**src/rtl/sdram_arb.sv**
```systemverilog
// Three-port SDRAM arbiter (video, cpu, sd-dma) feeding a controller that holds one command at a time.
// Video has priority but is capped at VID_MAX back-to-back grants while cpu or dma is waiting.
module sdram_arb #(
    parameter int AW      = 24,
    parameter int DW      = 16,
    parameter int VID_MAX = 4
) (
    input  logic            clk,
    input  logic            rst_n,
    input  logic [2:0]      m_req,
    input  logic [2:0]      m_we,
    input  logic [3*AW-1:0] m_adr,
    input  logic [3*DW-1:0] m_wdat,
    output logic [2:0]      m_ack,
    output logic [2:0]      m_rvalid,
    output logic [DW-1:0]   m_rdat,
    output logic            s_req,
    output logic            s_we,
    output logic [AW-1:0]   s_adr,
    output logic [DW-1:0]   s_wdat,
    input  logic            s_ack,
    input  logic            s_rvalid,
    input  logic [DW-1:0]   s_rdat
);
    localparam int            CW        = $clog2(VID_MAX + 1);
    localparam logic [CW-1:0] VID_LIMIT = CW'(VID_MAX);
    localparam logic [1:0]    P_VID     = 2'd0;
    localparam logic [1:0]    P_CPU     = 2'd1;
    localparam logic [1:0]    P_DMA     = 2'd2;

    typedef enum logic [1:0] {
        ST_IDLE   = 2'd0,
        ST_CMD    = 2'd1,
        ST_RDWAIT = 2'd2
    } state_t;

    state_t        state_q, state_d;
    logic          s_req_q, s_req_d;
    logic          s_we_q, s_we_d;
    logic [AW-1:0] s_adr_q, s_adr_d;
    logic [DW-1:0] s_wdat_q, s_wdat_d;
    logic          rr_q, rr_d;
    logic [CW-1:0] vid_cnt_q, vid_cnt_d;
    logic [1:0]    owner_q, owner_d;

    logic          nv_req;
    logic          vid_sat;
    logic [1:0]    win;

    function automatic logic [2:0] port_onehot(input logic [1:0] p);
        port_onehot = 3'b001 << p;
    endfunction

    // Winner selection: video first unless its burst budget is spent and someone else waits.
    always_comb begin
        nv_req  = m_req[1] | m_req[2];
        vid_sat = (vid_cnt_q == VID_LIMIT);
        if (m_req[0] && !(vid_sat && nv_req)) begin
            win = P_VID;
        end else if (m_req[1] && m_req[2]) begin
            win = rr_q ? P_DMA : P_CPU;
        end else if (m_req[1]) begin
            win = P_CPU;
        end else begin
            win = P_DMA;
        end
    end

    // Next-state and handshake outputs.
    always_comb begin
        state_d   = state_q;
        s_req_d   = s_req_q;
        s_we_d    = s_we_q;
        s_adr_d   = s_adr_q;
        s_wdat_d  = s_wdat_q;
        rr_d      = rr_q;
        vid_cnt_d = vid_cnt_q;
        owner_d   = owner_q;
        m_ack     = 3'b000;
        m_rvalid  = 3'b000;
        case (state_q)
            ST_IDLE: begin
                if (|m_req) begin
                    state_d  = ST_CMD;
                    s_req_d  = 1'b1;
                    s_we_d   = m_we[win];
                    s_adr_d  = m_adr[win*AW +: AW];
                    s_wdat_d = m_wdat[win*DW +: DW];
                    owner_d  = win;
                    if (win == P_VID) begin
                        vid_cnt_d = vid_sat ? vid_cnt_q : vid_cnt_q + CW'(1);
                    end else begin
                        vid_cnt_d = '0;
                        rr_d      = (win == P_CPU);
                    end
                end else begin
                    state_d = ST_IDLE;
                end
            end
            ST_CMD: begin
                if (s_ack) begin
                    s_req_d = 1'b0;
                    m_ack   = port_onehot(owner_q);
                    state_d = s_we_q ? ST_IDLE : ST_RDWAIT;
                end else begin
                    state_d = ST_CMD;
                end
            end
            ST_RDWAIT: begin
                if (s_rvalid) begin
                    m_rvalid = port_onehot(owner_q);
                    state_d  = ST_IDLE;
                end else begin
                    state_d = ST_RDWAIT;
                end
            end
            default: begin
                state_d = ST_IDLE;
                s_req_d = 1'b0;
            end
        endcase
        // The video budget only matters while a non-video port is actually waiting.
        vid_cnt_d = nv_req ? vid_cnt_d : '0;
    end

    // State and latched-command registers with synchronous reset.
    always_ff @(posedge clk) begin
        if (!rst_n) begin
            state_q   <= ST_IDLE;
            s_req_q   <= 1'b0;
            s_we_q    <= 1'b0;
            s_adr_q   <= '0;
            s_wdat_q  <= '0;
            rr_q      <= 1'b0;
            vid_cnt_q <= '0;
            owner_q   <= 2'd0;
        end else begin
            state_q   <= state_d;
            s_req_q   <= s_req_d;
            s_we_q    <= s_we_d;
            s_adr_q   <= s_adr_d;
            s_wdat_q  <= s_wdat_d;
            rr_q      <= rr_d;
            vid_cnt_q <= vid_cnt_d;
            owner_q   <= owner_d;
        end
    end

    assign s_req  = s_req_q;
    assign s_we   = s_we_q;
    assign s_adr  = s_adr_q;
    assign s_wdat = s_wdat_q;
    assign m_rdat = s_rdat;

endmodule

```
**config.mk**
```make
export PLATFORM = sky130hd
export DESIGN_NAME = sdram_arb
export DESIGN_NICKNAME = d
export VERILOG_FILES = /design/src/rtl/sdram_arb.sv
export SDC_FILE = /design/constraint.sdc
export NUM_CORES = 1
export LEC_CHECK = 0
export CAP_MARGIN = 20
export CORE_MARGIN = 2
export CORE_UTILIZATION = 36
export CTS_BUF_LIST = sky130_fd_sc_hd__clkbuf_4 sky130_fd_sc_hd__clkbuf_8 sky130_fd_sc_hd__clkbuf_16
export DETAILED_ROUTE_END_ITERATION = 8
export PLACE_DENSITY = 0.86
export SLEW_MARGIN = 30
export SYNTH_ARGS = -nofsm -noshare
export SYNTH_HDL_FRONTEND = slang
export SYNTH_SLANG_ARGS = --single-unit
```
**constraint.sdc**
```tcl
create_clock -name clk -period 4.32 [get_ports clk]
set_input_delay 0.648 -clock clk [delete_from_list [all_inputs] [get_ports clk]]
set_output_delay 0.648 -clock clk [all_outputs]
set_load 0.01 [all_outputs]
```
==> results of run 1 <==
==> through the flow <==
stage                     setup slack (ns)  std cells
after global routing                  1.16        573
after detailed placement              1.15        565
final                                 1.43        573
after global placement                1.19        565
after CTS                             1.46        573
after floorplan                       2.51        318
==> flip-flops by register name, indices dropped and copies added (netlist names) <==
| signal | cells |
|---|---|
| state_q | 2 |
| owner_q | 2 |
| s_we | 1 |
| s_wdat | 16 |
| s_req | 1 |
| rr_q | 1 |
| vid_cnt_q | 3 |
| s_adr | 24 |
==> logic make-up after synthesis <==
group	Yosys count
AO/OA/AOI/OAI	103
AND/OR/NAND/NOR	101
flip-flops	50
buffers and inverters	38
multiplexers	24
adder cells (fa/ha/maj)	2
==> where the power goes <==
group,total (uW),leakage [uW],internal (uW),switching (uW)
Sequential,544,0.000413,512,32.1
Combinational,395,0.00118,238,157
Clock,401,0.0000714,247,154
==> worst max-delay path, stage by stage <==
cell and delay [ns]:
clkdlybuf4s50_1 0.76, nor3_2 0.14, nor3_4 0.55, nand2b_1 0.66, o21ai_0 0.34
==> layout make-up <==
cell class	count	area, sq um
Timing Repair Buffer	182	1810
Fill cell	593	2690
Clock buffer	6	82.6
Sequential cell	50	1000
Inverter	4	15.0
Clock inverter	2	60.1
Tap cell	99	124
Multi-Input combinational cell	230	1390
==> path summary, 6_finish.rpt <==
check	end	slack, ns	startpoint	cells past startpoint
worst max register to register	s_adr[18]	2.00	state_q[0]	4
worst min-delay path	s_adr[5]	0.46	s_adr[5]	2
worst min register to register	s_adr[5]	0.46	s_adr[5]	2
worst max-delay path	s_adr[18]	1.43	m_req[0]	5
==> layer usage <==
layer  vias up  wire [um]
met4         0        290
met1      1344       3400
met5         -          0
met3        25        613
met2       120       4550
li1       1424          -
==> cells in the final DEF, fill, tap and decap left out, drive strengths merged <==
cell,n
o32a,1
clkdlybuf4s50,177
dfxtp,50
nand3,2
nand4,2
nor2,8
and3,17
buf,5
ha,2
or2,1
nand3b,3
clkbuf,6
o21ai,62
a21boi,1
nand2,60
a2111oi,1
nand2b,4
mux2i,24
a21bo,1
o21a,2
a211oi,1
inv,4
bufinv,2
a22oi,24
a21oi,10
nor3,4
==> results.py, run 1 <==
metrics = {
    "floorplanning": {
        "start_util_pct": 36.9,
        "die_h_um": 89.8,
        "io_pins": 210,
        "core.rowCount": 31,
        "die_width_um": 89.8,
        "design.core.area_sq_um": 7180,
        "die-area_sq_um": 8060,
    },
    "logic_synthesis": {
        "synth-compound-area-share_pct": 24.2,
        "synthSimpleGateAreaFrac_pct": 18.0,
        "synth-adder-area-share_pct": 0.945,
        "synth_edf_count": 0,
        "synth_fp_nets": 466,
        "yosys.area.top_type_share_pct": 37.8,
        "syn_inst": 318,
        "muxShareOfSynthArea_pct": 9.07,
        "synth_xor_area_share_pct": 0,
        "seq_area_frac_synth_pct": 37.8,
        "yosysMostFrequentCell": "nand2_1",
        "synth_cell_types": 32,
        "synthArstFlopShare_pct": 0,
        "synth.top_cells.by_area": "dfxtp_1, mux2i_1, nand2_1",
        "synth_top_flop_cell": "dfxtp_1",
        "yosys.area.top_type": "dfxtp_1",
        "yosysWarnings": 0,
        "syn-cell-area_sq_um": 2650,
        "synth_area_per_cell_sq_um": 8.33,
        "synthTopCellsByCount": "nand2_1, dfxtp_1, o21ai_0",
        "ys_seq_elements": 50,
        "synth_top_family_by_area": "compound AO/OA/AOI/OAI gates",
    },
    "clock_network": {
        "path_clk_slew_ns": 0.09,
        "clkSinkCount": 50,
        "cts_root_buffer": "clkbuf_8",
        "cts_tree": "built",
        "cts-resized-gates": 0,
        "cts_hold_buffers": 0,
        "cts_buffers": 5,
        "h-tree-depth": 2,
        "cts_setup_buffers": 0,
        "clockBufferDepth": 2,
        "clk_latency_ns": 0.30,
    },
    "power_and_ir_drop": {
        "total_power_uw": 1340,
        "irDropWorstVdd_mv": 0.156,
        "power_density_nw_per_um2": 299,
        "p_leak_uw": 0.00166,
    },
    "setup_path": {
        "critPathKind": "primary input to flop",
        "path_max_fanout": 24,
        "worstPathArrival_ns": 3.11,
        "endpoint_kind": "flop",
        "cp_data_required_time_ns": 4.54,
        "startpoint_type": "primary input",
    },
    "route": {
        "drtPass1Iterations": 4,
        "viasPerCell": 5.08,
        "wire_per_inst_um": 15.4,
        "drc": 0,
        "vias": 2913,
        "drtIter0Drc": 122,
        "antenna_left": 0,
        "drt_wl_total_mm": 8.85,
    },
    "cells_and_area": {
        "final_core_util_pct": 62.5,
        "nets": 621,
        "area_growth_pct": 69.4,
        "fin_area_sq_um": 4490,
        "drive_gt1_share_pct": 4.22,
        "diodes": 0,
    },
    "timing": {
        "hold_viol_final": 0,
        "slew_headroom_pct": 39.7,
        "rsz0062_at_grt": "no",
        "max_slew.worst_pin.slew_ns": 0.905,
        "post-route-min-period_ns": 2.89,
        "skew_ns": 0.00916,
        "drv_slew": 0,
        "setup_viol": 0,
        "period_share_pct": 67.0,
        "fmax_mhz": 346,
        "finalSetupTns_ns": 0,
        "whs_ns": 0.459,
    },
    "global_routing": {
        "busiest_layer": "met2",
        "antenna_found_initial": 0,
        "met1_usage_pct": 23.9,
        "groute.usage.overall_pct": 21.3,
        "grt_overflow": 0,
        "grt_pass1_wl_mm": 14.0,
        "grt_pass1_vias": 2907,
        "gr-usage-met3_pct": 4.27,
        "grt_max_degree": 35,
        "use_met2_pct": 38.3,
    },
    "job": {
        "drv_cap": 0,
    },
    "place": {
        "numPortBuffers": 177,
        "postPlaceCellArea_sq_um": 4340,
        "hpwl_mm": 6.85,
        "place.gp.congestion": 0.895,
    },
    "worst_hold_path": {
        "min_path_type": "flop to flop",
    },
    "run_status": {
        "status": "complete, no violations",
    },
}
No activity file was read; power rests on OpenSTA's default activity.
==> inputs of run 2 (changes only) <==
Settings changed: CORE_UTILIZATION 36 to 33, PLACE_DENSITY 0.86 to 0.79.
Clock period 4.32 ns to 2.85 ns, I/O delays scaled along.
==> run 2 against run 1 <==
Effect of this change:
- critical path depth is 1 lower
- first-iteration DRC count is 24% lower
- global-route usage is 2.1 points lower
- hold slack worse by 0.0084 ns
==> results.py, run 2 (synthesis gave the netlist of run 1 again) <==
metrics = {
    "power_and_ir_drop": {
        "combinationalPowerShare_pct": 30.3,
        "irDropWorstVdd_mv": 0.311,
        "power_density_nw_per_um2": 447,
        "pwr-share-seq_pct": 40.5,
        "p_leak_uw": 0.00168,
        "p_int_uw": 1490,
        "swShare_pct": 25.9,
        "p_clk_share_pct": 29.2,
        "switching_power_uw": 524,
    },
    "clock_network": {
        "cts_setup_buffers": 0,
        "cts_buffers": 5,
        "clockBufferDepth": 2,
        "clk_latency_ns": 0.30,
        "cts_root_buffer": "clkbuf_8",
        "cts_tree": "built",
        "h-tree-depth": 2,
        "clkSinkCount": 50,
        "cts-resized-gates": 0,
        "cts_hold_buffers": 0,
        "path_clk_slew_ns": 0.09,
    },
    "global_routing": {
        "grt_pass1_wl_mm": 13.4,
        "grt_overflow": 0,
        "antenna_found_initial": 0,
        "grt_max_degree": 35,
        "groute.usage.overall_pct": 19.2,
        "met1_usage_pct": 22.2,
        "use_met2_pct": 36.2,
        "gr-usage-met3_pct": 4.43,
        "busiest_layer": "met2",
        "grt_pass1_vias": 2758,
    },
    "setup_path": {
        "cpPeakStageDelay_ns": 0.56,
        "r2r-end": "s_wdat[7]",
        "reg2reg_depth": 7,
        "crit_chain": "clkdlybuf4s50_1 > nand3b_1 > nor3_1 > clkdlybuf4s50_1",
        "path_max_fanout": 3,
        "ff2ff_setup_slack_ns": 0.96,
        "critPathKind": "primary input to output pin",
        "r2r-start": "vid_cnt_q[0]",
        "crit_slowest_cell": "clkdlybuf4s50_1",
        "cp_data_required_time_ns": 2.42,
        "worstPathArrival_ns": 1.81,
        "endpoint_kind": "output pin",
        "path_common_cell": "clkdlybuf4s50_1",
        "startpoint_type": "primary input",
    },
    "worst_hold_path": {
        "hold_depth": 2,
        "min_path_type": "flop to flop",
        "holdCritStartpoint": "s_adr[3]",
        "worstHoldEndpoint": "s_adr[3]",
    },
    "timing": {
        "post-route-min-period_ns": 2.23,
        "drv_slew": 0,
        "finalSetupTns_ns": 0,
        "fmax_mhz": 447,
        "max_slew.worst_pin.slew_ns": 0.460,
        "setup_viol": 0,
        "whs_ns": 0.451,
        "rsz0062_at_grt": "no",
        "skew_ns": 0.00899,
        "period_share_pct": 78.4,
        "hold_viol_final": 0,
        "slew_headroom_pct": 69.2,
    },
    "route": {
        "vias": 2897,
        "viasPerCell": 4.99,
        "wire_per_inst_um": 15.5,
        "drtIter0Drc": 93,
        "drtPass1Iterations": 4,
        "antenna_left": 0,
        "drc": 0,
        "drt_wl_total_mm": 8.97,
    },
    "cells_and_area": {
        "area_growth_pct": 70.7,
        "diodes": 0,
        "fillCellCount": 718,
        "nets": 625,
        "largest_reg_flops": 24,
        "layout_common_cells": "clkdlybuf4s50_1, nand2_1, dfxtp_1, o21ai_0",
        "drive_gt1_share_pct": 5.02,
        "mostFrequentLayoutCell": "clkdlybuf4s50_1",
        "stdcell_count": 580,
    },
    "place": {
        "dp_cells": 572,
        "place.gp.congestion": 0.860,
        "numPortBuffers": 177,
        "hpwl_mm": 7.07,
    },
    "run_status": {
        "status": "complete, no violations",
    },
    "floorplanning": {
        "die_h_um": 93.6,
        "design.core.area_sq_um": 7770,
        "core.rowCount": 32,
        "die-area_sq_um": 8760,
        "io_pins": 210,
        "start_util_pct": 34.1,
        "die_width_um": 93.6,
    },
    "job": {
        "drv_cap": 0,
    },
}
==> run 2: changes by cell type in the layout (fill, tap and decap cells not counted), sizes merged <==
cell    change
buf         +4
clkbuf      -1
clkinv      +1
==> run 2: stage by stage <==
step | total power, uW | cell area [sq um] | utilization, % | setup WS (ns)
after floorplan | 1090 | 2650 | - | 1.23
after global placement | 1430 | 4380 | 56.4 | 0.589
after detailed placement | 1450 | 4380 | 56.4 | 0.594
after CTS | 2050 | 4520 | 58.2 | 0.603
after global routing | 2120 | 4520 | 58.2 | 0.546
final | 2020 | 4520 | 58.2 | 0.615
==> run 2: final cells by class <==
class,count,area (sq um),area share (%)
clock buffer,5,68.8,1.52
clock inverter,3,68.8,1.52
inverter,4,15.0,0.332
multi-input combinational,230,1390,30.7
sequential,50,1000,22.1
tap,102,128,2.82
timing repair buffer,186,1850,41.0
==> run 2: worst max-delay path by stage <==
stage,from,endpoint,slack [ns],cells after the start
global placement,m_req[0],s_wdat[4],0.59,6
global route,s_rvalid,m_rvalid[0],0.55,4
floorplan,vid_cnt_q[0],s_wdat[10],1.23,7
detailed placement,m_req[0],s_wdat[7],0.59,6
CTS,s_rvalid,m_rvalid[0],0.60,4
finish,s_rvalid,m_rvalid[0],0.62,4
==> run 2: per-layer routing <==
metal  share of wire (%)  wire length (um)
met1                  39              3540
met2                  54              4850
met3                 5.7               513
met4                0.78                70
met5                   0                 0
==> run 2: power groups by stage <==
| stage | sequential [uW] | combinational (uW) | clock [uW] |
|---|---|---|---|
| after floorplan | 864 | 224 | 0 |
| after global placement | 831 | 603 | 0 |
| after detailed placement | 835 | 612 | 0 |
| after CTS | 819 | 615 | 613 |
| after global routing | 827 | 656 | 638 |
| final | 818 | 611 | 590 |
==> run 2: critical path, delay by kind of cell <==
family,cells,cell delay (ns)
simple gates,2,0.32
buf+inv,2,1.05
